===== src/rtl/key_search_ctrl_if.sv =====
// ============================================================================
// key_search_ctrl_if : candidate/result channel between search sequencer and
// pipelined header decryptor.                                     Rev 1.0
// ============================================================================
`default_nettype none

interface key_search_ctrl_if;
  logic [127:0] dec_key;
  logic [63:0]  dec_block;
  logic         dec_valid;
  logic         dec_ready;
  logic [63:0]  dec_out;
  logic         dec_out_valid;

  modport master (
    output dec_key, dec_block, dec_valid,
    input  dec_ready, dec_out, dec_out_valid
  );

  modport slave (
    input  dec_key, dec_block, dec_valid,
    output dec_ready, dec_out, dec_out_valid
  );
endinterface

`default_nettype wire


===== src/rtl/key_search_ctrl.sv =====
// ============================================================================
// key_search_ctrl : brute-force key search sequencer with in-flight key FIFO.
// Optional feature macro: KSC_ABORT_EN (adds abort input).        Rev 1.0
// ============================================================================
`default_nettype none

module key_search_ctrl #(
  parameter int CNT_W      = 32,
  parameter int FIFO_DEPTH = 8
) (
  input  logic             clk,
  input  logic             rst,
  input  logic             start,
  input  logic [127:0]     key_base,
  input  logic [CNT_W-1:0] key_count,
  input  logic [63:0]      header,
  input  logic [63:0]      expected,
  input  logic [63:0]      expected_mask,
`ifdef KSC_ABORT_EN
  input  logic             abort,
`endif
  key_search_ctrl_if.master dec,
  output logic             busy,
  output logic             done,
  output logic             found,
  output logic [127:0]     proper_key,
  output logic [CNT_W-1:0] tried
);

  localparam int             PTR_W   = (FIFO_DEPTH > 1) ? $clog2(FIFO_DEPTH) : 1;
  localparam logic [PTR_W:0] c_DEPTH = (PTR_W+1)'(FIFO_DEPTH);

  localparam logic [1:0] c_IDLE  = 2'd0;
  localparam logic [1:0] c_RUN   = 2'd1;
  localparam logic [1:0] c_DRAIN = 2'd2;
  localparam logic [1:0] c_DONE  = 2'd3;

  logic [1:0]       state_q, state_d;
  logic [127:0]     key_base_q;
  logic [CNT_W-1:0] count_q, issued_q, tried_q;
  logic [63:0]      header_q, expected_q, mask_q;
  logic             found_q;
  logic [127:0]     proper_key_q;
  logic [127:0]     fifo_q [FIFO_DEPTH];
  logic [PTR_W-1:0] rd_ptr_q, wr_ptr_q;
  logic [PTR_W:0]   occ_q, occ_d;

  logic w_run, w_full, w_empty, w_valid, w_push, w_pop, w_hit, w_abort;

  assign w_run   = (state_q == c_RUN);
  assign w_full  = (occ_q == c_DEPTH);
  assign w_empty = (occ_q == '0);
  assign w_push  = w_valid && dec.dec_ready;
  assign w_pop   = dec.dec_out_valid && !w_empty;
  // Results come back in issue order, so the FIFO head is the key that produced dec_out.
  assign w_hit   = w_pop && w_run && (((dec.dec_out ^ expected_q) & mask_q) == '0);
  assign occ_d   = occ_q + (PTR_W+1)'(w_push) - (PTR_W+1)'(w_pop);

`ifdef KSC_ABORT_EN
  assign w_abort = w_run && abort;
`else
  assign w_abort = 1'b0;
`endif

  assign dec.dec_key   = key_base_q + 128'(issued_q);
  assign dec.dec_block = header_q;
  assign dec.dec_valid = w_valid;
  assign found         = found_q;
  assign proper_key    = proper_key_q;
  assign tried         = tried_q;

  always_ff @(posedge clk) begin
    if (!rst) begin
      state_q <= c_IDLE;
    end else begin
      state_q <= state_d;
    end
  end

  always_comb begin
    state_d = state_q;
    case (state_q)
      c_IDLE:  if (start) state_d = (key_count == '0) ? c_DONE : c_RUN;
      c_RUN: begin
        if (w_hit || w_abort)                          state_d = c_DRAIN;
        else if ((issued_q == count_q) && (occ_d == '0)) state_d = c_DONE;
      end
      c_DRAIN: if (occ_d == '0) state_d = c_DONE;
      c_DONE:  state_d = c_IDLE;
      default: state_d = c_IDLE;
    endcase
  end

  always_comb begin
    busy    = (state_q != c_IDLE);
    done    = (state_q == c_DONE);
    w_valid = w_run && (issued_q < count_q) && !w_full;
  end

  always_ff @(posedge clk) begin
    if (!rst) begin
      key_base_q   <= '0;
      count_q      <= '0;
      header_q     <= '0;
      expected_q   <= '0;
      mask_q       <= '0;
      issued_q     <= '0;
      tried_q      <= '0;
      found_q      <= 1'b0;
      proper_key_q <= '0;
      rd_ptr_q     <= '0;
      wr_ptr_q     <= '0;
      occ_q        <= '0;
      for (int i = 0; i < FIFO_DEPTH; i++) fifo_q[i] <= '0;
    end else begin
      if ((state_q == c_IDLE) && start) begin
        key_base_q   <= key_base;
        count_q      <= key_count;
        header_q     <= header;
        expected_q   <= expected;
        mask_q       <= expected_mask;
        issued_q     <= '0;
        tried_q      <= '0;
        found_q      <= 1'b0;
        proper_key_q <= '0;
      end
      if (w_push) begin
        fifo_q[wr_ptr_q] <= dec.dec_key;
        wr_ptr_q         <= wr_ptr_q + PTR_W'(1);
        issued_q         <= issued_q + CNT_W'(1);
      end
      if (w_pop) begin
        rd_ptr_q <= rd_ptr_q + PTR_W'(1);
        if (w_run) tried_q <= tried_q + CNT_W'(1);
      end
      if (w_hit) begin
        found_q      <= 1'b1;
        proper_key_q <= fifo_q[rd_ptr_q];
      end
      occ_q <= occ_d;
    end
  end

endmodule

`default_nettype wire


===== src/flat_wrapper.sv =====
// flat-port wrapper written by rule: the top's interface ports become plain ports
module key_search_ctrl_flat 
#(
  parameter int CNT_W      = 32,
  parameter int FIFO_DEPTH = 8
)
  (clk, rst, start, key_base, key_count, header, expected, expected_mask, busy, done, found, proper_key, tried, dec_dec_key, dec_dec_block, dec_dec_valid, dec_dec_ready, dec_dec_out, dec_dec_out_valid);
  key_search_ctrl_if dec_i ();
  input  logic clk;
  input  logic rst;
  input  logic start;
  input  logic [127:0] key_base;
  input  logic [CNT_W-1:0] key_count;
  input  logic [63:0] header;
  input  logic [63:0] expected;
  input  logic [63:0] expected_mask;
  output logic busy;
  output logic done;
  output logic found;
  output logic [127:0] proper_key;
  output logic [CNT_W-1:0] tried;
  output wire logic [$bits(dec_i.dec_key)-1:0] dec_dec_key;
  output wire logic [$bits(dec_i.dec_block)-1:0] dec_dec_block;
  output wire logic [$bits(dec_i.dec_valid)-1:0] dec_dec_valid;
  input wire logic [$bits(dec_i.dec_ready)-1:0] dec_dec_ready;
  input wire logic [$bits(dec_i.dec_out)-1:0] dec_dec_out;
  input wire logic [$bits(dec_i.dec_out_valid)-1:0] dec_dec_out_valid;
  assign dec_dec_key = dec_i.dec_key;
  assign dec_dec_block = dec_i.dec_block;
  assign dec_dec_valid = dec_i.dec_valid;
  assign dec_i.dec_ready = dec_dec_ready;
  assign dec_i.dec_out = dec_dec_out;
  assign dec_i.dec_out_valid = dec_dec_out_valid;
  key_search_ctrl #(.CNT_W(CNT_W), .FIFO_DEPTH(FIFO_DEPTH)) u_core (.clk(clk), .rst(rst), .start(start), .key_base(key_base), .key_count(key_count), .header(header), .expected(expected), .expected_mask(expected_mask), .dec(dec_i), .busy(busy), .done(done), .found(found), .proper_key(proper_key), .tried(tried));
endmodule

===== config.mk =====
export PLATFORM = sky130hd
export DESIGN_NAME = key_search_ctrl_flat
export DESIGN_NICKNAME = d
export VERILOG_FILES = /design/src/rtl/key_search_ctrl_if.sv /design/src/rtl/key_search_ctrl.sv /design/src/flat_wrapper.sv
export SDC_FILE = /design/constraint.sdc
export NUM_CORES = 2
export LEC_CHECK = 0
export ABC_CLOCK_PERIOD_IN_PS = 7800
export BUFFER_PORTS_ARGS = -buffer_cell sky130_fd_sc_hd__buf_2
export CAP_MARGIN = 30
export CORE_MARGIN = 3
export CORE_UTILIZATION = 59
export CTS_CLUSTER_SIZE = 12
export DETAILED_ROUTE_END_ITERATION = 8
export PLACE_DENSITY = 0.79
export SLEW_MARGIN = 20
export SYNTH_ARGS = -nofsm -noshare
export SYNTH_HDL_FRONTEND = slang
export SYNTH_SLANG_ARGS = --single-unit

===== constraint.sdc =====
create_clock -name clk -period 7.8 [get_ports clk]
set_input_delay 0.39 -clock clk [delete_from_list [all_inputs] [get_ports clk]]
set_output_delay 0.39 -clock clk [all_outputs]
set_load 0.03 [all_outputs]

==> reports/qor.txt <==
status: finished, final reports clean
cell family with most CP delay: compound AO/OA/AOI/OAI gates
Slew Limit Fails: 0
combinational share of power: 23.3%
synth top area cells: edfxtp_1, dfxtp_1, mux4_2
std cell rows: 126
number of global-route vias before repair: 56.6k
CTS buffer count: 163
synthesized instance count: 6387
core area: 119000 um^2
share of layout cells above drive strength 1: 21.0%
normalized max-slew margin: 22.5%
DRC: 0
Post-DRT Antenna Nets: 0
Yosys reg bits: 1584
mapped cell area: 70700 um^2
asr flop ratio synth: 0%
Peak VDD IR: 0.264 mV
drt first pass iters: 8
die height: 352 um
biggest area consumer among synthesized cells: edfxtp_1
max-cap violations: 0
most frequent cell after synthesis: nor2_1
Max stage delay on crit path: 0.74 ns
Post-Place Cells: 8451
CTS tree: built
Pint: 15700 uW
CP required: 7.41 ns
Hold Path Class: input port to register
global-route wire length before repair: 347000 um
vias post-DR: 57.2k
total power: 22800 uW
wire per inst: 25.6 um
post-synth cell types: 79
worst-path fanout max: 11
average instance area after synthesis: 11.1 um^2
Switch Pwr: 7170 uW
clk slew on worst S/H paths: 0.06 ns
Synth Warn #: 0
Setup CP Type: register to primary output
Final Cell Area: 85000 um^2
switching part of the total: 31.4%
Crit-path slowest cell: a211o_1
Root Buffer: clkbuf_16
Arr. time, crit path: 5.25 ns
f_max: 177 MHz
Overflow after GRT: 0
GPL Wtd Cong: 0.968
Top cell by count, worst path: inv_1
area grow syn2layout: 20.2%
non-filler cells, final: 9127
commonest register cell after synthesis: edfxtp_1
Reg power frac: 43.4%
sequential-to-total area share from yosys stat: 59.3%
Critical Path Source Type: register
Final setup viols: 0
Die Wd: 352 um
Detailed Route WL: 234000 um
total track usage: 36.8%
Tcrit/Tclk final: 72.3%
clk_skew: 0.0354 ns
Total Neg Setup Slack: 0 ns
Tightest Pin Transition: 1.16 ns
Filler cells: 7882
1st-iter DRT viols: 8457
I/O Buffers: 776
nets@finish: 7871
DP Area: 76200 um^2
clock buffer depth: 3
worst path bufs/invs: 3
critical path capture point type: primary output
detailed-placement wirelength estimate: 146000 um
Post-Syn Nets: 6889
PD cells: 269 nW/um^2
crit-path cells: ha_1 > inv_1 > fa_1 > nor2b_1 > o2111ai_1 > a21bo_2 > a21oi_1 > a211o_1 > nand4_1 > xor2_1 > inv_1 > buf_2
CTS H-tree lvls: 4
Sink Count: 1584
Starting Density: 59.7%
RSZ-0062 raised after global routing: no
largest net degree at the start of global routing: 185
initial antenna violation count: 22
Synth top area share: 43.5%
DIE AREA: 124000 um^2
clock insertion delay at the later pin of the skew report: 0.79 ns
Post-synth EDFFs: 1024
setup slack, reg-to-reg: 2.74 ns
Final Hold Viols: 0
Lkg Pwr: 0.0316 uW
I/O Pins: 777
Commonest cells post-synth: nor2_1, edfxtp_1, nand2_1
final core occ: 71.7%
Period minus WS final: 5.64 ns
Clock Power Share: 33.3%
vias per inst: 6.26
power by group through the flow:
| stage | sequential [uW] | combinational [uW] | clock (uW) |
|---|---|---|---|
| 6_report | 9910 | 5320 | 7620 |
| 5_1_grt | 9940 | 5640 | 7980 |
| 4_1_cts | 9920 | 5140 | 7650 |
| 3_5_place_dp | 10100 | 4970 | 0 |
| 3_3_place_gp | 10100 | 4870 | 0 |
| 2_1_floorplan | 9980 | 3360 | 0 |
path summary, 6_finish.rpt:
path,start,endpoint,cells after the start
hold / removal,key_base[28],u_core.key_base_q[28],3
hold reg to reg,u_core.dec.dec_block[24],u_core.dec.dec_block[24],2
setup / recovery,u_core.issued_q[0],dec_dec_key[114],12
setup reg to reg,u_core.issued_q[1],u_core.fifo_q[0][46],11
routing by layer:
| metal | GRT usage (%) | wire length [um] | vias up |
|---|---|---|---|
| met5 | 0 | 12 | - |
| met4 | 20.5 | 14300 | 2 |
| met3 | 10.5 | 30900 | 893 |
| met2 | 56.1 | 106000 | 4152 |
| met1 | 47.6 | 82300 | 27600 |
| li1 | - | - | 24500 |
what timing repair did:
item | 4_1_cts | 5_1_grt
endpoints found under the hold margin | 342 | 0
resized for setup | 0 | 0
hold buffers | 342 | 0
setup buffers | 0 | 0
logic make-up (layout without fill, tap and decap cells):
group	count (synthesis)	after routing	synth area share, %
AND/OR/NAND/NOR	2669	2669	16.2
XOR/XNOR	191	191	2.65
flip-flops	1584	1584	59.3
adder cells (fa/ha/maj)	81	81	1.45
AO/OA/AOI/OAI	880	880	7.19
other	0	24	0
multiplexers	385	385	9.98
buffers and inverters	597	1713	3.19
stage by stage:
step	worst slack, ns	hold WS (ns)
6_report	2.16	0.0639
2_1_floorplan	1.83	0.436
3_3_place_gp	2.85	0.440
5_1_grt	2.00	0.0749
3_5_place_dp	2.80	0.444
4_1_cts	2.32	0.000908
registers in the layout, summed over array words and instances (netlist names), named ones only:
signal and cells:
u_core.fifo_q 1024, u_core.key_base_q 128, u_core.proper_key 128, u_core.dec.dec_block 64, u_core.expected_q 64, u_core.mask_q 64, u_core.count_q 32, u_core.issued_q 32
u_core.tried 32, u_core.occ_q 4, u_core.rd_ptr_q 3, u_core.wr_ptr_q 3, u_core.state_q 2, u_core.found 1
layout make-up:
cell class / count / area [um^2] / share of cell area (%)
Clock inverter: 37 / 480 / 0.565
Multi-Input combinational cell: 4206 / 26700 / 31.3
Timing Repair Buffer: 1225 / 8470 / 9.96
Tap cell: 1600 / 2000 / 2.35
Sequential cell: 1584 / 42000 / 49.4
Inverter: 189 / 717 / 0.843
Clock buffer: 262 / 4690 / 5.51
Antenna cell: 24 / 60.1 / 0.0706
layout by cell type (no fill, tap or decap), types with 74 or more instances in the layout:
master | netlist | final
clkbuf_1 | 348 | 80
xor2_1 | 118 | 118
dfxtp_1 | 560 | 557
nor3_1 | 81 | 80
nor2_1 | 1110 | 1110
nand3_1 | 217 | 214
dlygate4sd3_1 | 0 | 342
edfxtp_1 | 1024 | 1024
nand2_1 | 876 | 866
o21ai_0 | 76 | 76
clkbuf_16 | 0 | 167
a21oi_1 | 602 | 601
buf_2 | 6 | 779
or2_2 | 135 | 135
mux4_2 | 256 | 256
buf_4 | 2 | 74
ha_1 | 79 | 79
inv_1 | 188 | 188
nand4_1 | 79 | 79
mux2i_1 | 128 | 128
worst min-delay path: stages:
cell     delay, ns
buf_2         0.10
nand2_1       0.20
a21oi_1       0.10
Power figures use the tool's default switching activity.
